[src/rtl/nav_command_sequencer.sv]
// nav_command_sequencer
// Per-axis pilot command front end. Accepts commands over valid/ready, tracks
// the flight mode (velocity mux select), sequences position-zero and one-cycle
// warp jumps (position mux select) and enforces a post-warp cooldown.
//
// Optional feature macro: STEALTH_WARP_LOCK_EN
//   defined   -> WARP is rejected while the stealth mode is selected
//   undefined -> WARP is permitted in any mode, subject only to cooldown
//
// Parameters:
//   COOLDOWN_CYCLES : cycles after a warp during which a new warp is rejected (0 = none)
//   CNT_W           : cooldown counter width, must hold COOLDOWN_CYCLES
//
// Ports:
//   clk            : system clock, rising edge
//   reset          : synchronous active-high reset
//   cmd_valid      : command present
//   cmd_code [2:0] : 0 RESET, 1 ATTACK, 2 DEFENSE, 3 STEALTH, 4 WARP, 5-7 illegal
//   cmd_ready      : command can be accepted this cycle
//   cmd_err        : one-cycle pulse after an accepted command was rejected
//   mode_sel [3:0] : one-hot velocity select (reset/attack/defense/stealth)
//   pos_sel  [3:0] : one-hot position select (zero/integrate/warp)
//   warp_active    : high in the warp cycle
//   cooldown_busy  : cooldown counter nonzero
module nav_command_sequencer #(
  parameter int unsigned COOLDOWN_CYCLES = 8,
  parameter int unsigned CNT_W           = 8
) (
  input  logic       clk,
  input  logic       reset,
  input  logic       cmd_valid,
  input  logic [2:0] cmd_code,
  output logic       cmd_ready,
  output logic       cmd_err,
  output logic [3:0] mode_sel,
  output logic [3:0] pos_sel,
  output logic       warp_active,
  output logic       cooldown_busy
);

  localparam logic [2:0] CMD_RESET   = 3'd0;
  localparam logic [2:0] CMD_ATTACK  = 3'd1;
  localparam logic [2:0] CMD_DEFENSE = 3'd2;
  localparam logic [2:0] CMD_STEALTH = 3'd3;
  localparam logic [2:0] CMD_WARP    = 3'd4;

  localparam logic [3:0] MODE_RESET   = 4'b0001;
  localparam logic [3:0] MODE_ATTACK  = 4'b0010;
  localparam logic [3:0] MODE_DEFENSE = 4'b0100;
  localparam logic [3:0] MODE_STEALTH = 4'b1000;

  localparam logic [3:0] POS_SEL_ZERO = 4'b0001;
  localparam logic [3:0] POS_SEL_INT  = 4'b0010;
  localparam logic [3:0] POS_SEL_WARP = 4'b0100;

  typedef enum logic [1:0] {
    POS_ZERO = 2'd0,
    RUN      = 2'd1,
    WARP     = 2'd2
  } state_t;

  state_t           state, state_nxt;
  logic [CNT_W-1:0] cnt, cnt_nxt;
  logic [3:0]       mode_nxt;
  logic [3:0]       pos_nxt;
  logic             err_nxt;
  logic             accept;
  logic             warp_blocked;

  // State and registered outputs
  always_ff @(posedge clk) begin
    if (reset) begin
      state         <= POS_ZERO;
      cnt           <= '0;
      mode_sel      <= MODE_RESET;
      pos_sel       <= POS_SEL_ZERO;
      warp_active   <= 1'b0;
      cmd_ready     <= 1'b1;
      cmd_err       <= 1'b0;
      cooldown_busy <= 1'b0;
    end else begin
      state         <= state_nxt;
      cnt           <= cnt_nxt;
      mode_sel      <= mode_nxt;
      pos_sel       <= pos_nxt;
      warp_active   <= (state_nxt == WARP);
      cmd_ready     <= (state_nxt != WARP);
      cmd_err       <= err_nxt;
      cooldown_busy <= (cnt_nxt != '0);
    end
  end

  // Warp permission: cooldown, plus optional stealth lock
`ifdef STEALTH_WARP_LOCK_EN
  assign warp_blocked = (cnt != '0) || (mode_sel == MODE_STEALTH);
`else
  assign warp_blocked = (cnt != '0);
`endif

  assign accept = cmd_valid && cmd_ready;

  // Next state, mode, cooldown and error
  always_comb begin
    state_nxt = state;
    cnt_nxt   = cnt;
    mode_nxt  = mode_sel;
    err_nxt   = 1'b0;

    // Autonomous sequencing; commands below may override it
    case (state)
      POS_ZERO: state_nxt = RUN;
      RUN: begin
        if (cnt != '0) cnt_nxt = cnt - CNT_W'(1);
      end
      WARP: begin
        state_nxt = RUN;
        cnt_nxt   = CNT_W'(COOLDOWN_CYCLES);
      end
      default: state_nxt = POS_ZERO;
    endcase

    if (accept) begin
      case (cmd_code)
        CMD_RESET: begin
          mode_nxt  = MODE_RESET;
          state_nxt = POS_ZERO;
          cnt_nxt   = '0;
        end
        CMD_ATTACK:  mode_nxt = MODE_ATTACK;
        CMD_DEFENSE: mode_nxt = MODE_DEFENSE;
        CMD_STEALTH: mode_nxt = MODE_STEALTH;
        CMD_WARP: begin
          // A warp accepted in POS_ZERO still follows the zero cycle
          if (warp_blocked) err_nxt = 1'b1;
          else              state_nxt = WARP;
        end
        default: err_nxt = 1'b1;
      endcase
    end

    case (state_nxt)
      POS_ZERO: pos_nxt = POS_SEL_ZERO;
      RUN:      pos_nxt = POS_SEL_INT;
      WARP:     pos_nxt = POS_SEL_WARP;
      default:  pos_nxt = POS_SEL_ZERO;
    endcase
  end

endmodule

[config.mk]
export PLATFORM = sky130hd
export DESIGN_NAME = nav_command_sequencer
export DESIGN_NICKNAME = d
export VERILOG_FILES = /design/src/rtl/nav_command_sequencer.sv
export SDC_FILE = /design/constraint.sdc
export NUM_CORES = 1
export LEC_CHECK = 0
export ABC_AREA = 0
export CORE_ASPECT_RATIO = 0.8
export CORE_MARGIN = 2
export CORE_UTILIZATION = 30
export CTS_CLUSTER_SIZE = 28
export DETAILED_ROUTE_END_ITERATION = 12
export MAX_ROUTING_LAYER = met4
export PLACE_DENSITY = 0.51
export SYNTH_ARGS = -nofsm -noshare
export SYNTH_HDL_FRONTEND = slang
export SYNTH_SLANG_ARGS = --single-unit
export TNS_END_PERCENT = 10
[constraint.sdc]
create_clock -name clk -period 2.46 [get_ports clk]
set_clock_uncertainty 0.15 [all_clocks]
set_input_delay 0.492 -clock clk [delete_from_list [all_inputs] [get_ports clk]]
set_output_delay 0.492 -clock clk [all_outputs]
set_load 0.005 [all_outputs]
==> impl_metrics.csv <==
group,metric,value,unit
floorplan,die_y,57.0,um
global_route,use_met2,20.1,%
floorplan,num_rows,19,
place,gp_congestion,0.862,
setup_path,slowest_delay,0.47,ns
clock_tree,clock-sinks,20,
synth,syn-cell-area,1050,um2
synth,syn_nets,141,
setup_path,end_kind,"flop",
synth,ys_types,36,
setup_path,cp.arrival,2.34,ns
synth,synth_edf_count,0,
setup_path,crit_type,"flop to flop",
hold_path,hold_depth,2,
cells_and_area,fill_cells,348,
floorplan,io_pins,18,
setup_path,crit_family,"simple AND/OR/NAND/NOR gates",
synth,synth_ff_type,"dfxtp_1",
run,cap_violations,0,
synth,ys_seq_area_share,38.0,%
detailed_routing,wirelength,2400,um
cells_and_area,final_nets,167,
synth,async_reset_ff_share,0,%
synth,syn_avg_cell_area,8.23,um2
timing,rsz0062_at_grt,"false",
hold_path,hp-class,"flop to flop",
detailed_routing,drt_iter0_drc,46,
synth,syn_inst,128,
setup_path,cp_num_buf_inv,2,
place,port-buffer-count,16,
setup_path,cp.required,2.46,ns
cells_and_area,diodes,0,
synth,yosys.cell_count.top_type,"dfxtp_1",
cells_and_area,drive_gt1_share,17.0,%
synth,yosys-top-cells-count,"20 x dfxtp_1, 18 x nor2_1, 10 x a21oi_1, 9 x nand2_1, 8 x inv_1",
setup_path,cp.depth,9,
global_route,grt_pass1_vias,903,
synth,netlist.area_leader.share,38.0,%
setup_path,start_kind,"flop",
synth,yosysTopAreaCell,"dfxtp_1",
place,placedCellCount,191,
floorplan,core_area,3400,um2
clock_tree,clk_pin_slew_worst_paths,0.08,ns
cells_and_area,fin_area,1400,um2
setup_path,reg2reg_depth,9,
synth,synthTopCellsByArea,"dfxtp_1 38%, ha_1 8.3%, nor2_1 6.4%",
global_route,grtUsageTotal,13.5,%
cells_and_area,postLayoutCoreUtil,41.1,%
power,leakage,0.583,nW
timing,setup_viol,0,
floorplan,start_util,31.0,%
clock_tree,clockBufferDepth,2,
cells_and_area,syn2layout_area_growth,32.5,%
clock_tree,htreeDepth,1,
clock_tree,cts_tree,"done",
synth,ys_ff_latch,20,
run_status,outcome,"complete, no violations",
global_route,grt_pass1_wl,4210,um
place,hpwlAfterDp,1880,um
global_route,met3_usage,3.36,%
detailed_routing,ant_nets,0,
detailed_routing,dr.pass1.iters,4,
clock_tree,clk_latency,0.25,ns
cells_and_area,stdcell_count,195,
global_route,grt_start_max_net_pins,12,
power,vdd_drop_max,0.300,mV
setup_path,critPathSlowestCell,"or4b_4",
detailed_routing,viasPerCell,4.86,
setup_path,crit_fanout,4,
timing,finalSetupTns,0,ns
clock_tree,cts_inserted_buffers,3,
timing,final_hold_viol_count,0,
floorplan,dieWidth,70.3,um
timing,fin_crit_sh,95.0,%
timing,finalCriticalPeriod,2.34,ns
synth,synth_warnings,0,
detailed_routing,drc,0,
floorplan,die_area,4000,um2
place,placed_area,1330,um2
setup_path,crit_chain,"inv_2 > ha_4 > or4b_4 > and2b_2 > a41oi_2 > a21o_1 > inv_1 > ha_1 > or2_2",
timing,fmax,428,MHz
global_route,top_usage_layer,"met2",
detailed_routing,wl_per_cell,12.3,um
global_route,grt_use_met1,18.5,%
global_route,grt_overflow,0,
global_route,antenna_found_initial,0,
detailed_routing,vias,947,
timing,drv_slew,0,
power,p_per_area,536,nW/um2
clock_tree,root_buffer,"clkbuf_8",
==> what timing repair did <==
item	4_1_cts	5_1_grt
endpoints found under the setup margin	0	1
gates resized for setup	0	2
setup buffers	0	0
hold buffers	0	0
==> tightest hold or removal path, stage by stage (launching register included) <==
cell and delay [ns]:
dfxtp_1 0.32, nand2_1 0.05, a21oi_1 0.05
==> sequential cells by signal (all words and copies together), names as in the netlist <==
register / cells
cnt: 8
mode_sel: 4
pos_sel: 2
state: 2
cmd_err: 1
cmd_ready: 1
cooldown_busy: 1
warp_active: 1
==> per-layer routing <==
layer  share of wire [%]  vias to the layer above
li1                    -                      493
met1                  52                      438
met2                  43                       14
met3                 3.2                        2
met4                 1.1                        0
met5                   0                        -
==> per-stage QoR <==
stage	hold slack, ns	setup WS (ns)	power, mW
finish	0.308	0.123	0.749
global route	0.335	0.0172	0.788
CTS	0.309	0.0948	0.755
detailed placement	0.298	0.110	0.504
global placement	0.286	0.131	0.504
floorplan	0.298	0.0102	0.445
==> final cells by class <==
cell class / count / area [um2] / area share, %
multi-input cells: 94 / 614 / 44.0
clock buffers: 4 / 55.1 / 3.94
inverters: 8 / 30.0 / 2.15
repair buffers: 27 / 243 / 17.4
flip-flops and latches: 20 / 402 / 28.8
well taps: 42 / 52.6 / 3.76
==> power by group <==
part / internal [mW] / switching [mW]
Sequential: 0.337 / 0.00796
Combinational: 0.0777 / 0.0751
Clock: 0.142 / 0.109
==> worst paths after layout <==
kind               start           to  slack, ns
max               cnt[1]   pos_sel[0]       0.12
min          mode_sel[1]  mode_sel[1]       0.31
max reg2reg       cnt[1]   pos_sel[0]       0.12
min reg2reg  mode_sel[1]  mode_sel[1]       0.31
==> cells in the final DEF (no fill, tap or decap), types with 2 or more instances in the layout <==
cell	n
a21o_1	6
a21oi_1	10
buf_4	11
clkbuf_8	4
clkdlybuf4s50_1	16
dfxtp_1	19
ha_1	6
inv_1	6
inv_2	2
mux2i_1	2
nand2_1	9
nand2b_1	2
nand3_1	4
nand3b_1	2
nor2_1	18
nor2b_1	4
nor3_1	7
nor3b_1	2
nor4_1	2
or2_2	2
==> cell families after synthesis <==
logic type / after synthesis / synth area share, %
mux: 2 / 1.90
xor+xnor: 1 / 0.832
compound gates: 25 / 16.4
flops: 20 / 38.0
other cells: 1 / 0.356
simple gates: 58 / 28.5
buf+inv: 14 / 5.70
fa+ha+maj: 7 / 8.31
Power figures use the tool's default switching activity.
